[src/rtl/keccak_pkg.sv]
// keccak_pkg: shared Keccak/SHAKE widths, mode encodings, dump depths and byte-order helper
package keccak_pkg;
  localparam int w = 64;
  localparam int w_byte_width = 8;
  localparam int w_byte_size = w / w_byte_width;
  localparam int RATE_SHAKE128 = 1344;
  localparam int RATE_SHAKE256 = 1088;
  localparam logic [1:0] SHAKE128_MODE_VEC = 2'b10;
  localparam logic [1:0] SHAKE256_MODE_VEC = 2'b11;
  localparam int DUMP_DEPTH_SHAKE128 = RATE_SHAKE128 / w;
  localparam int DUMP_DEPTH_SHAKE256 = RATE_SHAKE256 / w;
  typedef enum logic [1:0] {IDLE, DUMP, WAIT_BLOCK} dump_state_t;
  function automatic logic [w-1:0] EndianSwitcher(input logic [w-1:0] a);
    logic [w-1:0] r;
    for (int i = 0; i < w_byte_size; i++)
      r[i*w_byte_width +: w_byte_width] = a[(w_byte_size-1-i)*w_byte_width +: w_byte_width];
    return r;
  endfunction
endpackage

[src/rtl/piso_buffer.sv]
// piso_buffer: parallel-load, shift-by-WIDTH buffer presenting word 0
//   clk, rst (async active-low), i_load (parallel load, wins over shift),
//   i_shift (drop word 0), i_data (DEPTH words, word 0 in LSBs), o_data (word 0)
module piso_buffer #(
  parameter int WIDTH = 64,
  parameter int DEPTH = 21
) (
  input  logic                   clk,
  input  logic                   rst,
  input  logic                   i_load,
  input  logic                   i_shift,
  input  logic [WIDTH*DEPTH-1:0] i_data,
  output logic [WIDTH-1:0]       o_data
);
  logic [WIDTH*DEPTH-1:0] r_buf;
  always_ff @(posedge clk or negedge rst)
    if (!rst) r_buf <= '0;
    else if (i_load) r_buf <= i_data;
    else if (i_shift) r_buf <= {{WIDTH{1'b0}}, r_buf[WIDTH*DEPTH-1:WIDTH]};
  assign o_data = r_buf[WIDTH-1:0];
endmodule

[src/rtl/dump_datapath.sv]
// dump_datapath: serialises squeezed rate blocks into byte-swapped w-bit words with length tracking
//   clk, rst (async active-low)
//   block_valid_i/block_ready_o/rate_i : squeezed block from the permutation stage
//   operation_mode_i, output_size_i    : job mode and length in bits, latched on job start
//   more_o                             : job active, keep squeezing
//   data_o/valid_o/ready_i/last_o      : output word stream
//   done_o                             : one-cycle pulse after a job completes
module dump_datapath
  import keccak_pkg::*;
#(
  parameter int DEPTH = DUMP_DEPTH_SHAKE128
) (
  input  logic                     clk,
  input  logic                     rst,
  input  logic                     block_valid_i,
  output logic                     block_ready_o,
  input  logic [RATE_SHAKE128-1:0] rate_i,
  input  logic [1:0]               operation_mode_i,
  input  logic [31:0]              output_size_i,
  output logic                     more_o,
  output logic [w-1:0]             data_o,
  output logic                     valid_o,
  input  logic                     ready_i,
  output logic                     last_o,
  output logic                     done_o
);
  dump_state_t r_state, w_next;
  logic [4:0]   r_cnt;
  logic [31:0]  r_rem;
  logic [1:0]   r_mode;
  logic         r_done;
  logic [w-1:0] w_word, w_swap, w_masked;
  logic [1:0]   w_mode;
  logic [4:0]   w_cnt_init;
  logic         w_idle, w_xfer, w_final, w_accept;
  piso_buffer #(.WIDTH(w), .DEPTH(DEPTH)) u_buf (
    .clk(clk), .rst(rst), .i_load(w_accept), .i_shift(w_xfer && !w_accept),
    .i_data(rate_i), .o_data(w_word)
  );
  assign w_idle     = r_state == IDLE;
  assign w_xfer     = valid_o && ready_i;
  assign w_final    = w_xfer && r_cnt == 5'd0 && !last_o;
  assign w_accept   = block_valid_i && block_ready_o;
  assign w_mode     = w_idle ? operation_mode_i : r_mode;
  assign w_cnt_init = w_mode == SHAKE256_MODE_VEC ? 5'(DUMP_DEPTH_SHAKE256 - 1) : 5'(DUMP_DEPTH_SHAKE128 - 1);
  assign w_swap     = EndianSwitcher(w_word);
  // In the final partial word only the first remaining/8 bytes carry output.
  for (genvar k = 0; k < w_byte_size; k++) begin : g_mask
    assign w_masked[k*w_byte_width +: w_byte_width] =
      (r_rem >= 32'(w) || 3'(k) < r_rem[5:3]) ? w_swap[k*w_byte_width +: w_byte_width] : '0;
  end
  always_ff @(posedge clk or negedge rst)
    if (!rst) r_state <= IDLE;
    else r_state <= w_next;
  always_comb begin
    w_next = r_state;
    case (r_state)
      IDLE:       w_next = (w_accept && output_size_i != 32'd0) ? DUMP : IDLE;
      DUMP:       w_next = (w_xfer && last_o) ? IDLE : w_final ? (w_accept ? DUMP : WAIT_BLOCK) : DUMP;
      WAIT_BLOCK: w_next = w_accept ? DUMP : WAIT_BLOCK;
      default:    w_next = IDLE;
    endcase
  end
  always_comb begin
    valid_o       = r_state == DUMP;
    last_o        = valid_o && r_rem <= 32'(w);
    data_o        = valid_o ? w_masked : '0;
    more_o        = !w_idle;
    done_o        = r_done;
    // Gated by rst so every output reads 0 while reset is held.
    block_ready_o = rst && (w_idle || r_state == WAIT_BLOCK || w_final);
  end
  always_ff @(posedge clk or negedge rst)
    if (!rst) begin
      r_cnt  <= '0;
      r_rem  <= '0;
      r_mode <= '0;
      r_done <= 1'b0;
    end else begin
      r_cnt  <= w_accept ? w_cnt_init : w_xfer ? r_cnt - 5'd1 : r_cnt;
      r_rem  <= (w_accept && w_idle) ? output_size_i :
                w_xfer ? (r_rem > 32'(w) ? r_rem - 32'(w) : 32'd0) : r_rem;
      r_mode <= (w_accept && w_idle) ? operation_mode_i : r_mode;
      r_done <= (w_accept && w_idle && output_size_i == 32'd0) || (w_xfer && last_o);
    end
endmodule

[config.mk]
export PLATFORM = sky130hd
export DESIGN_NAME = dump_datapath
export DESIGN_NICKNAME = d
export VERILOG_FILES = /design/src/rtl/keccak_pkg.sv /design/src/rtl/piso_buffer.sv /design/src/rtl/dump_datapath.sv
export SDC_FILE = /design/constraint.sdc
export NUM_CORES = 2
export LEC_CHECK = 0
export CORE_AREA = 4 4 565 567
export DETAILED_ROUTE_END_ITERATION = 16
export DIE_AREA = 0 0 569 571
export GPL_ROUTABILITY_DRIVEN = 0
export PLACE_DENSITY = 0.42
export SYNTH_ARGS = -nofsm -noshare
export SYNTH_HDL_FRONTEND = slang
export SYNTH_HIERARCHICAL = 1
export SYNTH_SLANG_ARGS = --single-unit
export TNS_END_PERCENT = 5
[constraint.sdc]
create_clock -name clk -period 3.7 [get_ports clk]
set_input_delay 0.925 -clock clk [delete_from_list [all_inputs] [get_ports clk]]
set_output_delay 0.925 -clock clk [all_outputs]
set_load 0.03 [all_outputs]
# After elaboration in Yosys (flattened, before gate mapping)
# Index checks and enable logic that the tools add are counted.
# op_classes
add_sub_neg	2
magnitude_cmp	11
n_eq_ne	3
mux	23
n_reduce_logical	32
# op_table
cell	n
1344-bit 2-to-1 mux	2
32-bit 2-to-1 mux	3
64-bit 2-to-1 mux	1
8-bit 2-to-1 mux	8
32-bit by 7-bit >= comparator with 1-bit output, second input constant	1
32-bit by 7-bit greater-than comparator with 1-bit output, second input constant	1
32-bit by 7-bit less-or-equal comparator with 1-bit output, second input constant	1
32-bit zero test	1
32-bit nonzero test	1
32-bit by 7-bit subtractor with 32-bit output, second input constant	1
3-bit less-than comparator, first input constant	4
1-bit logical AND	11
1-bit logical OR	11
5-bit 2-to-1 mux	2
2-bit 2-to-1 mux	4
1-bit by 3-bit less-than comparator with 1-bit output, first input constant	2
2-bit by 3-bit less-than comparator with 1-bit output, first input constant	2
2-bit case mux with 3 select lines	1
2-bit nonzero test	3
5-bit zero test	1
5-bit by 1-bit subtractor with 5-bit output, second input constant	1
2-bit equality test, second input constant	2
1-bit zero test	3
3-bit 2-to-1 mux	1
other kinds (3)	3
# word_totals
reg_bits	1386
in_bits	1382
output_inout_bits	69
elab_cells	77

# Logic depth before layout (Yosys ltp)
# depth
ltp_word	11
depth_mapped	12
mapped_depth_nobuf	8

# Cells and area by module
# Netlist, hierarchy kept.
# modules_own_cells
mod	instances	cells_each	area_each_um2	seq_area_each_um2
piso_buffer	1	5889	62820.2	33632.3
dump_datapath	1	349	2974.1	1051.0

# Worst setup path before layout
# OpenSTA, ideal clock, no wires.
# synth_path
path_type	register -> output
startpoint	register r_rem[10]
endpoint	output port last_o
arrival_ps	2183
required_ps	2775
path_slack_ps	592
stages_incl_launch_ff	6
n_path_buf	1
path_cell_list	dfrtp_1 > or4_1 > or3_4 > a211o_1 > buf_2 > nor2_1
# synth_between
elab_chain_cells	2
# synth_lines
item	line_no	text
start, declared	dump_datapath.sv:29	logic [31:0] r_rem;
start signal, assigned	dump_datapath.sv:81	r_rem <= (w_accept && w_idle) ? output_size_i :
32-bit by 7-bit less-or-equal comparator with 1-bit output	dump_datapath.sv:66	last_o = valid_o && r_rem <= 32'(w);
1-bit logical AND	dump_datapath.sv:66	
end, declared	dump_datapath.sv:24	output logic last_o,
# No other way between the ends.

# Worst setup path after layout
# layout_path
startpoint	register r_rem[27]
endpoint	output port data_o[9]
# layout_between
elab_chain_cells	4
# layout_lines
item	line_no	text
32-bit by 7-bit >= comparator with 1-bit output	dump_datapath.sv:50	(r_rem >= 32'(w) || 3'(k) < r_rem[5:3]) ? w_swap[k*w_byte_width +: w_byte_width] : '0;
1-bit logical OR	dump_datapath.sv:50	
8-bit 2-to-1 mux	dump_datapath.sv:50	
64-bit 2-to-1 mux	dump_datapath.sv:67	data_o = valid_o ? w_masked : '0;
end, declared	dump_datapath.sv:21	output logic [w-1:0] data_o,
# No other way between the ends.

==> results.env <==
STATUS='finished, violations left'
VIOLATIONS='negative setup slack'
CRITICAL-PATH-SLOWEST-CELL='sky130_fd_sc_hd__or4_4'
MAX_STAGE_DELAY_ON_CRIT_PATH_PS=550
ASYNC_RESET_FF_SHARE_PCT=100
SYNTH_TOP_CELL_BY_AREA='sky130_fd_sc_hd__dfrtp_1'
TOTAL_POWER_mW=65.3
CLOCK-SKEW-FINAL_PS=37.6
DRC=0
CTS-BUFFERS-INSERTED=174
CRITPATHLAUNCHTYPE='flip-flop'
TIMING.MAX_CAP.VIOLATIONS=0
WORSTHOLDSTART='r_mode[0]$_DFFE_PN0P_'
WL_PER_CELL_UM=25.5
ACHIEVABLE-FREQUENCY_MHz=237
SYNTH_SEQ_AREA_SHARE_PCT=52.7
SYNTH_AREA_LEADERS='sky130_fd_sc_hd__dfrtp_1 (53%), sky130_fd_sc_hd__mux2i_1 (19%), sky130_fd_sc_hd__o21ai_1 (8.4%), sky130_fd_sc_hd__nand2_1 (7.8%), sky130_fd_sc_hd__buf_12 (3.4%)'
SEQPWRFRAC_PCT=42.3
SLEW_WORST_PIN_PS=1140
WORSTHOLDPATHCELLS=2
HOLDWS_PS=485
CLOCKROOTBUFFER='sky130_fd_sc_hd__clkbuf_16'
IO-PIN-COUNT=1451
H-TREE-DEPTH=4
GROUTE.USAGE.OVERALL_PCT=17.9
FINAL_PERIOD_UTIL_PCT=114
CTS.SINK_COUNT=1386
MAX-CLOCK-PATH-BUFFERS=4
SYNTH_MOST_COMMON_CELL='sky130_fd_sc_hd__dfrtp_1'
TRITONCTS_CLOCK_TREE='done'
TOTAL_CONGESTION_OVERFLOW=0
YOSYSWARNINGS=6
YS_SEQ_ELEMENTS=1386
CLOCK_LATENCY_PS=840
RR_STARTPOINT='r_rem[10]$_DFFE_PN0P_'
WIRE_LENGTH_OF_THE_FIRST_GLOBAL_ROUTING_PASS_UM=422000
POWER-PER-CELL-AREA_nW_PER_UM2=729
SETUP.WORST_PATH.END_CLASS='output pin'
FINAL-HOLD-VIOLATION-COUNT=0
P_LEAK_nW=37.4
R2R_SETUP_SLACK_PS=190
CLOCK_POWER_SHARE_PCT=26.4
FP.DIEH_UM=571
SLEW-LIMIT-HEADROOM_PCT=24.0
CORE_AREA_UM2=314000
RR_WORST_DEPTH=9
PORT_BUFFERS=1450
SETUP_WS_PS=-511
ANT_NETS=0
CRIT-REG2REG-CAPTURE='u_buf/r_buf[10]$_DFFE_PN0P_'
DIEAREA_UM2=325000
WORSTPATHMAXFANOUT=7
WORSTSETUPPATHTYPE='reg -> out'
SLEW_VIOLATIONS=0
GRT_ANTENNA_BEFORE_REPAIR=119
SYNTH_ENABLE_FLOP_CELLS=0
WORST_HOLD_ENDPOINT='r_mode[0]$_DFFE_PN0P_'
CHIPWIDTH_UM=569
NUMBER_OF_VIAS_AFTER_DETAILED_ROUTING=52400
POST_CTS.REPAIR.SETUP_BUFFERS=0
CLK_PIN_SLEW_PS=60
SYNTH_INSTANCES=6238
FINALCRITICALPERIOD_PS=4210
MOST_COMMON_LIBRARY_CELLS_AFTER_SYNTHESIS='sky130_fd_sc_hd__dfrtp_1 (1,386), sky130_fd_sc_hd__nand2_1 (1,373), sky130_fd_sc_hd__mux2i_1 (1,280)'
SYN_NETS=7622
DRIVE_GT1_SHARE_PCT=7.48
WORSTPATHREQUIRED_PS=2770
LAYOUT-AREA-OVERHEAD-VS-SYNTH_PCT=36.3
POWER_SWITCHING_mW=23.6
VIASPERCELL=4.42
PLACEMENT_ROWS=206
PIN_COUNT_OF_THE_BIGGEST_NET_ENTERING_GLOBAL_ROUTING=160
PATH_CELLS='or4_4 > or2_4 > nor4_4 > buf_6 > nand2b_4 > buf_6 > and3_4 > buf_6'
SYNTH_AREA_PER_CELL_UM2=10.5
WORSTPATHARRIVAL_PS=3290
FINAL_NET_COUNT=8922
DRT-INITIAL-DRC-COUNT=3666
RSZ0062_AT_GRT='true'
PLACE_HPWL_UM=239000
NETSWITCHINGFRACTION_PCT=36.1
CRIT_TOP_CELL='sky130_fd_sc_hd__buf_6'
GRT_PASS1_VIAS=53800
POWER.COMBINATIONAL.FRACTION_PCT=31.2
NUMBER_OF_ITERATIONS_IN_THE_FIRST_DETAILED_ROUTING_PASS=5
YOSYS.CELL_TYPES.COUNT=59
SETUP-VIOLATIONS-FINAL=66
CELLINTERNALPOWER_mW=41.8
ROUTE.FINAL.WIRE_LENGTH_UM=303000
NETLIST_AREA_UM2=65800
INITIAL_CORE_UTIL_PCT=20.9
HOLDCRITPATHCLASS='reg -> reg'
VDD_DROP_MAX_V=0.000396
AREA_SHARE_OF_THE_LARGEST_CELL_TYPE_AFTER_SYNTHESIS_PCT=52.7
SYNTH_FLOP_CELL='sky130_fd_sc_hd__dfrtp_1'
==> sequential cells by signal, summed over array words and instances, names as in the netlist <==
| signal | flops |
|---|---|
| r_rem | 32 |
| r_cnt | 5 |
| u_buf/r_buf | 1344 |
| done_o | 1 |
| r_state | 2 |
| r_mode | 2 |
==> through the flow <==
stage,area [um^2],setup TNS [ps],instances,setup slack (ps),util (%)
after detailed placement,83700,-14140,11500,-578,26.6
after CTS,89600,-36500,11800,-710,28.5
after global routing,89600,-34390,11800,-639,28.5
final,89700,-24860,11900,-511,28.5
after floorplan,65800,0,6238,592,-
after global placement,83700,-13450,11500,-539,26.6
==> worst max-delay path: cells and delay by family (launching register included) <==
family        cells  cell delay (ps)
simple gates      5             1590
buf+inv           3              490
flops             1              380
==> per-layer routing <==
layer	vias up	routed length (um)	global-route usage, %	share of wire [%]
met4	108	9020	5.04	3.0
met1	26100	132000	23.2	44
li1	24200	-	-	-
met5	-	657	0	0.22
met3	450	18100	4.31	6.0
met2	1578	143000	29.6	47
==> area by class of cell <==
class | instances | area [um^2]
sequential | 1386 | 34700
antenna | 35 | 87.6
timing repair buffer | 1650 | 16900
inverter | 8 | 30.0
fill | 33100 | 225000
tap | 4160 | 5200
clock buffer | 266 | 5160
multi-input combinational | 4318 | 27000
clock inverter | 44 | 551
==> power by group through the flow <==
stage | sequential, mW | combinational [mW] | clock, mW
after floorplan | 24.4 | 16.0 | 0
after global placement | 27.8 | 20.0 | 0
after detailed placement | 28.0 | 20.5 | 0
after CTS | 27.7 | 20.7 | 17.9
after global routing | 28.4 | 22.7 | 18.5
final | 27.7 | 20.4 | 17.3
==> cells by family (layout without fill, tap and decap cells) <==
| kind of cell | after synthesis | in the layout | synth area share [%] |
|---|---|---|---|
| mux | 1280 | 1280 | 19.5 |
| fa+ha+maj | 2 | 2 | 0.0380 |
| flops | 1386 | 1386 | 52.7 |
| compound gates | 1428 | 1428 | 11.1 |
| buf+inv | 534 | 1968 | 6.52 |
| simple gates | 1595 | 1595 | 9.96 |
| other cells | 0 | 35 | 0 |
| xor+xnor | 13 | 13 | 0.173 |
==> how the worst max path moves through the flow <==
stage / startpoint / to / slack, ps / depth (start not counted)
3_5_place_dp: r_rem[29]$_DFFE_PN0P_ / data_o[23] / -580 / 7
3_3_place_gp: r_rem[29]$_DFFE_PN0P_ / data_o[22] / -540 / 7
4_1_cts: r_rem[27]$_DFFE_PN0P_ / data_o[1] / -710 / 7
6_report: r_rem[27]$_DFFE_PN0P_ / data_o[9] / -510 / 8
2_1_floorplan: r_rem[10]$_DFFE_PN0P_ / last_o / 590 / 5
5_1_grt: r_rem[27]$_DFFE_PN0P_ / data_o[9] / -640 / 8
==> layout by cell type (no fill, tap or decap), drive strengths merged, types with 2 or more instances in the layout <==
| cell | n |
|---|---|
| a211oi | 2 |
| a21oi | 10 |
| a221o | 2 |
| a22o | 6 |
| a22oi | 15 |
| and2 | 42 |
| and3 | 24 |
| buf | 254 |
| bufinv | 7 |
| clkbuf | 266 |
| clkdlybuf4s15 | 13 |
| clkdlybuf4s50 | 1382 |
| clkinv | 28 |
| clkinvlp | 2 |
| dfrtp | 1386 |
| diode | 35 |
| ha | 2 |
| inv | 15 |
| mux2i | 1280 |
| nand2 | 1373 |
| nand2b | 68 |
| nand3 | 11 |
| nand3b | 5 |
| nand4 | 3 |
| nor2 | 17 |
| nor3 | 6 |
| nor4 | 20 |
| nor4b | 3 |
| o2111ai | 2 |
| o211ai | 7 |
| o21ai | 1369 |
| o311a | 2 |
| o311ai | 2 |
| o31ai | 3 |
| or2 | 4 |
| or3 | 9 |
| or4 | 6 |
| xnor2 | 11 |
| xor2 | 2 |
==> what timing repair did <==
action                                  4_1_cts  5_1_grt
endpoints found under the hold margin        18        0
pin swaps                                    14        5
hold buffers                                  1        0
endpoints found under the setup margin       67       66
resized for setup                           229        2
Note: power is estimated with default switching activity, not from simulation.
